`src/rtl/afe_l2_arbiter.sv`:
```
// afe_l2_arbiter: round-robin arbiter with burst lock that shares the uDMA
// L2 write port between the readout L2 channels. A single registered output
// beat with valid/ready handshake drives the L2 port at full throughput.
module afe_l2_arbiter #(
  parameter int L2_NUM_CHS     = 8,
  parameter int L2_AWIDTH_NOAL = 12,
  parameter int DATA_WIDTH     = 32,
  parameter int BURST_WIDTH    = 4
) (
  input  logic                                 clk_i,
  input  logic                                 rst_i,
  input  logic [L2_NUM_CHS-1:0]                ch_en_i,
  input  logic [L2_NUM_CHS-1:0]                ch_req_i,
  input  logic [L2_NUM_CHS*L2_AWIDTH_NOAL-1:0] ch_addr_i,
  input  logic [L2_NUM_CHS*DATA_WIDTH-1:0]     ch_data_i,
  input  logic [L2_NUM_CHS*2-1:0]              ch_size_i,
  output logic [L2_NUM_CHS-1:0]                ch_gnt_o,
  input  logic [BURST_WIDTH-1:0]               cfg_burst_i,
  output logic                                 l2_valid_o,
  input  logic                                 l2_ready_i,
  output logic [L2_AWIDTH_NOAL-1:0]            l2_addr_o,
  output logic [DATA_WIDTH-1:0]                l2_data_o,
  output logic [1:0]                           l2_size_o,
  output logic [4:0]                           l2_chid_o,
  output logic                                 busy_o
);

  typedef enum logic {IDLE, LOCKED} state_e;

  state_e                   state_reg, state_next;
  logic [4:0]               owner_reg, owner_next;
  logic [4:0]               rr_ptr_reg, rr_ptr_next;
  logic [BURST_WIDTH-1:0]   beat_cnt_reg, beat_cnt_next;

  logic [L2_AWIDTH_NOAL-1:0] ch_addr_arr [L2_NUM_CHS];
  logic [DATA_WIDTH-1:0]     ch_data_arr [L2_NUM_CHS];
  logic [1:0]                ch_size_arr [L2_NUM_CHS];

  logic [L2_NUM_CHS-1:0]   elig;
  logic                    load;
  logic [BURST_WIDTH-1:0]  eff_burst;
  logic [BURST_WIDTH-1:0]  beat_cnt_inc;
  logic [L2_NUM_CHS-1:0]   owner_oh;
  logic                    owner_elig;
  logic                    owner_en;
  logic                    owner_hit;
  logic [L2_NUM_CHS-1:0]   rot;
  logic [4:0]              rr_off;
  logic [5:0]              rr_sum;
  logic [4:0]              rr_sel;
  logic [4:0]              sel;
  logic [4:0]              sel_ptr_next;
  logic [L2_AWIDTH_NOAL-1:0] sel_addr;
  logic [DATA_WIDTH-1:0]     sel_data;
  logic [1:0]                sel_size;

  // Split the flattened per-channel buses into indexable arrays.
  for (genvar gi = 0; gi < L2_NUM_CHS; gi++) begin : g_unpack
    assign ch_addr_arr[gi] = ch_addr_i[gi*L2_AWIDTH_NOAL +: L2_AWIDTH_NOAL];
    assign ch_data_arr[gi] = ch_data_i[gi*DATA_WIDTH +: DATA_WIDTH];
    assign ch_size_arr[gi] = ch_size_i[gi*2 +: 2];
  end

  assign elig         = ch_req_i & ch_en_i;
  assign load         = (elig != '0) && (!l2_valid_o || l2_ready_i);
  assign eff_burst    = (cfg_burst_i == '0) ? BURST_WIDTH'(1) : cfg_burst_i;
  assign beat_cnt_inc = beat_cnt_reg + BURST_WIDTH'(1);
  assign busy_o       = l2_valid_o || (state_reg == LOCKED);

  // Decode the owner index once so eligibility/enable lookups stay narrow.
  always_comb begin
    owner_oh = '0;
    for (int i = 0; i < L2_NUM_CHS; i++) begin
      if (owner_reg == 5'(i)) owner_oh[i] = 1'b1;
    end
  end

  assign owner_elig = |(elig & owner_oh);
  assign owner_en   = |(ch_en_i & owner_oh);
  assign owner_hit  = (state_reg == LOCKED) && owner_elig && (beat_cnt_reg < eff_burst);

  // Round-robin search: rotate so rr_ptr lands at bit 0, take the first set bit.
  always_comb begin
    rot    = L2_NUM_CHS'({elig, elig} >> rr_ptr_reg);
    rr_off = '0;
    for (int i = L2_NUM_CHS - 1; i >= 0; i--) begin
      if (rot[i]) rr_off = 5'(i);
    end
  end

  assign rr_sum       = {1'b0, rr_ptr_reg} + {1'b0, rr_off};
  assign rr_sel       = (rr_sum >= 6'(L2_NUM_CHS)) ? 5'(rr_sum - 6'(L2_NUM_CHS)) : rr_sum[4:0];
  assign sel          = owner_hit ? owner_reg : rr_sel;
  assign sel_ptr_next = (sel == 5'(L2_NUM_CHS - 1)) ? 5'd0 : sel + 5'd1;

  // One-hot grant pulse and source mux for the selected channel.
  always_comb begin
    ch_gnt_o = '0;
    sel_addr = '0;
    sel_data = '0;
    sel_size = '0;
    for (int i = 0; i < L2_NUM_CHS; i++) begin
      if (sel == 5'(i)) begin
        ch_gnt_o[i] = load;
        sel_addr    = ch_addr_arr[i];
        sel_data    = ch_data_arr[i];
        sel_size    = ch_size_arr[i];
      end
    end
  end

  // Next-state logic: burst lock bookkeeping and round-robin pointer update.
  always_comb begin
    state_next    = state_reg;
    owner_next    = owner_reg;
    rr_ptr_next   = rr_ptr_reg;
    beat_cnt_next = beat_cnt_reg;
    if (load) begin
      if (owner_hit) begin
        beat_cnt_next = beat_cnt_inc;
        if (beat_cnt_inc == eff_burst) state_next = IDLE;
      end else begin
        state_next    = LOCKED;
        owner_next    = sel;
        beat_cnt_next = BURST_WIDTH'(1);
        rr_ptr_next   = sel_ptr_next;
      end
    end else if ((state_reg == LOCKED) && !owner_en) begin
      // Owner was disabled: drop the lock without waiting for a load.
      state_next    = IDLE;
      beat_cnt_next = '0;
    end
  end

  // Arbitration state registers.
  always_ff @(posedge clk_i or posedge rst_i) begin
    if (rst_i) begin
      state_reg    <= IDLE;
      owner_reg    <= '0;
      rr_ptr_reg   <= '0;
      beat_cnt_reg <= '0;
    end else begin
      state_reg    <= state_next;
      owner_reg    <= owner_next;
      rr_ptr_reg   <= rr_ptr_next;
      beat_cnt_reg <= beat_cnt_next;
    end
  end

  // Output beat register: load a new beat, hold under backpressure, drain on ready.
  always_ff @(posedge clk_i or posedge rst_i) begin
    if (rst_i) begin
      l2_valid_o <= 1'b0;
      l2_addr_o  <= '0;
      l2_data_o  <= '0;
      l2_size_o  <= '0;
      l2_chid_o  <= '0;
    end else if (load) begin
      l2_valid_o <= 1'b1;
      l2_addr_o  <= sel_addr;
      l2_data_o  <= sel_data;
      l2_size_o  <= sel_size;
      l2_chid_o  <= sel;
    end else if (l2_ready_i) begin
      l2_valid_o <= 1'b0;
    end
  end

endmodule
```
`config.mk`:
```
export PLATFORM = sky130hd
export DESIGN_NAME = afe_l2_arbiter
export DESIGN_NICKNAME = d
export VERILOG_FILES = /design/src/rtl/afe_l2_arbiter.sv
export SDC_FILE = /design/constraint.sdc
export NUM_CORES = 1
export LEC_CHECK = 0
export ABC_AREA = 1
export ABC_CLOCK_PERIOD_IN_PS = 5500
export CAP_MARGIN = 20
export CORE_AREA = 3 3 174 176
export DETAILED_ROUTE_END_ITERATION = 8
export DIE_AREA = 0 0 177 179
export SLEW_MARGIN = 15
export SYNTH_ARGS = -nofsm -noshare
export SYNTH_HDL_FRONTEND = slang
export SYNTH_SLANG_ARGS = --single-unit
```
`constraint.sdc`:
```
create_clock -name clk_i -period 5.5 [get_ports clk_i]
set_input_delay 1.1 -clock clk_i [delete_from_list [all_inputs] [get_ports clk_i]]
set_output_delay 1.1 -clock clk_i [all_outputs]
set_load 0.01 [all_outputs]
```
==> impl_metrics.yaml, run 1 <==
finish:
  final_core_util: 0.491
  largest-register: "l2_data_o"
  drive_gt1_frac: 0.147
  fin_nets: 2353
  largest_reg_flops: 32
  stdcell_area_um2: 14100
  syn2layout_area_growth_pct: 72.4
  nFillCells: 2988
  top_regs: "l2_data_o x32, l2_addr_o x12"
place:
  gp_congestion: 0.920
  hpwl_mm: 34.1
  postPlaceCellArea_um2: 13300
  portBuffers: 451
critical_path:
  worstPathRequired_ns: 4.40
  r2r-start: "rr_ptr_reg[0]"
  crit_path_end_kind: "output pin"
  path_class: "in2out"
  cp-start-kind: "input port"
  r2r_setup_slack_ns: 0.59
  max_stage_delay_ns: 0.27
  cp_slowest_cell: "or2_4"
  crit_top_cell: "buf_4"
  critical_path.startpoint: "ch_en_i[3]"
  arrival_ns: 4.26
  critPathMaxFanout: 5
logic_synthesis:
  synth_warnings: 0
  yosys.area_share.xor_xnor: 0.00856
  synth_top_cells_by_area: "nand2_1 (30%), dfrtp_1 (20%), inv_1 (8.3%)"
  syn_area_per_cell_um2: 5.57
  synth_cell_types: 47
  synth_top_family_by_area: "simple AND/OR/NAND/NOR gates"
  synthMuxAreaShare: 0
  syn-num-nets: 1875
  seq_area_frac_synth: 0.205
  synth_cells: 1471
  synthesis.area_um2: 8190
  ys_seq_elements: 67
  synth_top_area_frac: 0.305
  yosys.area_share.adder: 0.0208
  synth_top_area_cell: "nand2_1"
  synth_compound_area_frac: 0.111
  synth-simple-area-share: 0.508
clocking:
  cts_tree: "built"
  htree_levels: 3
  cts_buffers: 9
  clock_latency_ns: 0.35
  cts_root_buffer: "clkbuf_16"
  cts_num_sinks: 67
  clkTransAtPathRegs_ns: 0.06
  cts_buffer_depth: 2
  hold_buffers: 0
sta:
  final.min_clock_period_ns: 5.36
  fin_crit_sh: 0.974
  slew_headroom: 0.495
  finalClockSkew_ns: 0.0103
  hold_violations: 0
  timing.hold.ws_ns: 0.479
  setup_viol: 0
  fmax_mhz: 187
  maxSlewViolCount: 0
  worstMarginPinSlew_ns: 0.758
job:
  cap_violations: 0
global_route:
  overflow: 0
  antenna_found_initial: 6
  grt_pass1_wl_mm: 64.4
  grt_pass1_vias: 10794
  grt_max_degree: 93
  grt_use_total: 0.269
routing:
  drc: 0
  wire_per_inst_um: 18.6
  drt_pass1_iterations: 5
  vias: 10942
  ant_nets: 0
  drt_wl_total_mm: 43.7
  via_per_inst: 4.67
  initialDrtViolationCount: 651
status:
  outcome: "finished, final reports clean"
floorplanning:
  core-area_um2: 28800
  fp-row-count: 62
  die_h_um: 179
  die_area_um2: 31700
  start_util: 0.284
  io_pins: 452
  die_w_um: 177
min_path:
  min_from: "l2_data_o[4]"
  hold_path_class: "reg2reg"
-- critical path, delay by kind of cell --
kind                     cells  cell delay [ns]
adder cells (fa/ha/maj)      1             0.19
AND/OR/NAND/NOR              9             0.92
AO/OA/AOI/OAI                1             0.11
buffers and inverters       16             1.91
-- cells in the final DEF, fill, tap and decap left out, types with 6 or more instances in the layout --
cell type,Yosys,layout
nand2_1,665,645
clkdlybuf4s50_1,0,427
inv_1,180,168
nand3_1,132,132
buf_4,11,92
dfrtp_1,67,67
o21ai_0,82,64
nor2_1,51,44
nand4_1,40,40
or2_2,29,28
inv_2,13,22
nand2_2,5,20
o21ai_1,11,16
a22o_1,13,13
nand2_4,6,11
o211ai_2,11,11
o21ai_2,0,11
buf_6,7,11
clkbuf_16,0,9
nor2_4,4,8
or2_0,8,8
nor2_2,4,7
ha_1,12,7
a21oi_2,0,6
xor2_1,7,6
-- cells by family (layout without fill, tap and decap cells) --
family	after synthesis	after routing
and+or+nand+nor	958	958
DFF	67	67
adders and majority gates	13	13
AOI/OAI and AO/OA	144	144
buffers and inverters	281	764
other	0	5
xor gates and xnor gates	8	8
-- layer usage --
layer	routed length [µm]	up-vias	track usage
met4	1890	2	0.114
met2	21200	386	0.463
met5	13	-	0
li1	-	5540	-
met1	17500	4925	0.320
met3	3050	89	0.0629
-- layout make-up --
class | count | area [µm²] | share of cell area
multi-input cells | 1123 | 5640 | 0.399
repair buffers | 551 | 5280 | 0.374
flip-flops and latches | 67 | 1680 | 0.119
inverters | 197 | 752 | 0.0533
well taps | 384 | 480 | 0.0340
clock buffers | 11 | 243 | 0.0172
clock inverters | 5 | 37.5 | 0.00266
diodes | 5 | 12.5 | 0.000886
-- Yosys cell counts, drive strengths merged --
library cell / number
inv: 195
a211oi: 1
clkinv: 2
clkbuf: 24
fa: 1
o2111ai: 1
nor2: 61
dfrtp: 67
o21ai: 93
a21boi: 1
buf: 60
nor4: 2
ha: 12
nand4: 41
a22o: 13
o211ai: 12
nand3: 134
nor3: 4
a31o: 1
o22ai: 2
o32ai: 1
a21oi: 13
o21bai: 3
a31oi: 2
nand2: 678
or2: 38
xnor2: 1
o221ai: 1
xor2: 7
-- through the flow --
stage / instances / setup WS, ns / setup TNS, ns
2_1_floorplan: 1471 / 0.0285 / 0
3_3_place_gp: 2297 / -0.866 / -39.03
3_5_place_dp: 2297 / -0.926 / -44.85
4_1_cts: 2331 / 0.000685 / 0
5_1_grt: 2340 / -0.0216 / -0.0567
6_report: 2343 / 0.144 / 0
-- final timing paths --
path | to | cells after the start
hold / removal | l2_data_o[4] | 2
setup / recovery | ch_gnt_o[2] | 27
max in group asynchronous | l2_data_o[16] | 3
hold reg to reg | l2_data_o[4] | 2
min in group asynchronous | beat_cnt_reg[2] | 2
setup reg to reg | l2_data_o[9] | 31
-- repair_timing --
action	CTS	global route
buffers inserted	18	8
setup endpoints to repair	54	54
resized for setup	111	76
pin swaps	32	46
Power of run 1 is left out: the tool's default activity adds up to more than one toggle a clock period on the data nets, which glitch-free logic cannot reach.
==> run 2, diff against run 1 <==
- MAX_ROUTING_LAYER: not set -> met4
==> run 2 against run 1 <==
Largest cell class unchanged. First-iteration DRC count up 19%. Clock-buffer cell count down 2. Maximum frequency down 0.16%. Hold slack worse by 0.0037 ns. Global-route usage up 0.90 points. Critical path depth unchanged. Die area unchanged. Cell area down 0.20%.
==> impl_metrics.yaml, run 2 (synthesis gave the netlist of run 1 again) <==
routing:
  drt-met1-wl_mm: 17.8
  top_layer: "met4"
  drt_pass1_iterations: 5
  ant_nets: 0
  wl_met3_mm: 2.79
  initialDrtViolationCount: 772
  vias: 10978
  drc: 0
  via_per_inst: 4.69
  dr_wl_met2_mm: 22.1
  drt_wl_total_mm: 44.0
  wire_per_inst_um: 18.8
clocking:
  cts_num_sinks: 67
  clkTransAtPathRegs_ns: 0.06
  htree_levels: 3
  hold_buffers: 0
  cts_buffer_depth: 2
  cts_tree: "built"
  clock_latency_ns: 0.36
  cts_buffers: 9
  cts_root_buffer: "clkbuf_16"
finish:
  nFillCells: 3002
  regArea_um2: 1680
  fin_nets: 2349
  layout_commonest_cell: "nand2_1"
  top_regs: "l2_data_o x32, l2_addr_o x12"
  multiInputGateArea_um2: 5600
  drive_gt1_frac: 0.143
  syn2layout_area_growth_pct: 72.1
  final_cell_mix: "nand2_1 (650), clkdlybuf4s50_1 (427), inv_1 (168), nand3_1 (132), buf_4 (89)"
  largest-register: "l2_data_o"
  final_core_util: 0.490
  stdcell_area_um2: 14100
  largest_reg_flops: 32
place:
  gp_congestion: 0.949
  postPlaceCellArea_um2: 13400
  hpwl_mm: 34.2
  portBuffers: 451
global_route:
  overflow: 0
  grt_max_degree: 93
  grt_pass1_wl_mm: 64.6
  grt_use_total: 0.278
  grt_pass1_vias: 10832
  antenna_found_initial: 7
critical_path:
  worstPathRequired_ns: 4.40
  critPathMaxFanout: 5
  r2r_setup_slack_ns: 0.57
  crit_path_end_kind: "output pin"
  r2r-start: "rr_ptr_reg[0]"
  cp-start-kind: "input port"
  arrival_ns: 4.26
  cp_slowest_cell: "or2_4"
  path_class: "in2out"
  reg2reg_depth: 34
  crit_top_cell: "buf_4"
  critical_path.startpoint: "ch_req_i[3]"
  reg2reg_to: "l2_data_o[1]"
  max_stage_delay_ns: 0.27
sta:
  finalClockSkew_ns: 0.0179
  maxSlewViolCount: 0
  hold_violations: 0
  worstMarginPinSlew_ns: 0.805
  rsz0062_at_grt: "true"
  fmax_mhz: 186
  finalSetupTns_ns: 0
  timing.hold.ws_ns: 0.475
  slew_headroom: 0.464
  fin_crit_sh: 0.975
  final.min_clock_period_ns: 5.36
  setup_viol: 0
floorplanning:
  die_w_um: 177
  start_util: 0.284
  fp-row-count: 62
  core-area_um2: 28800
  die_h_um: 179
  io_pins: 452
  die_area_um2: 31700
min_path:
  hold_path_class: "reg2reg"
  min_from: "l2_data_o[18]"
  whs_endpoint: "l2_data_o[18]"
  hold_depth: 2
status:
  outcome: "finished, final reports clean"
job:
  cap_violations: 0
-- run 2: worst max-delay path, delay by kind of cell --
kind / cells / cell delay (ns)
buffers and inverters: 16 / 1.96
adders and majority gates: 1 / 0.18
and+or+nand+nor: 9 / 0.92
AOI/OAI and AO/OA: 1 / 0.11
-- run 2: layout make-up --
class                           count  share of cell area
Clock buffer                        9              0.0160
Multi-Input combinational cell   1123               0.397
Timing Repair Buffer              547               0.372
Clock inverter                      7             0.00710
Sequential cell                    67               0.119
Antenna cell                        7             0.00124
Inverter                          197              0.0534
Tap cell                          384              0.0341
-- run 2: how the worst max path moves through the flow --
stage                        endpoint  cells past startpoint
after floorplan           ch_gnt_o[4]                     26
after global placement    ch_gnt_o[4]                     23
after detailed placement  ch_gnt_o[4]                     23
after CTS                 ch_gnt_o[4]                     25
after global routing      ch_gnt_o[2]                     24
final                     ch_gnt_o[2]                     27
-- run 2: per-stage QoR --
step	worst slack [ns]	cells
6_report	0.136	2341
5_1_grt	-0.0168	2341
4_1_cts	0.0105	2327
3_5_place_dp	-0.892	2300
3_3_place_gp	-0.865	2300
2_1_floorplan	0.0285	1471
-- run 2: routing by layer --
layer,vias up,track usage
met5,-,-
li1,5533,-
met3,53,0.0521
met1,4993,0.329
met4,0,0.0890
met2,399,0.476
-- run 2: timing repair --
action                                  4_1_cts  5_1_grt
resized for setup                           103       71
hold endpoints to repair                      0        0
endpoints found under the setup margin       54       54
pin swaps                                    29       37
setup buffers                                11        7
Power of run 2 is left out for the same reason.
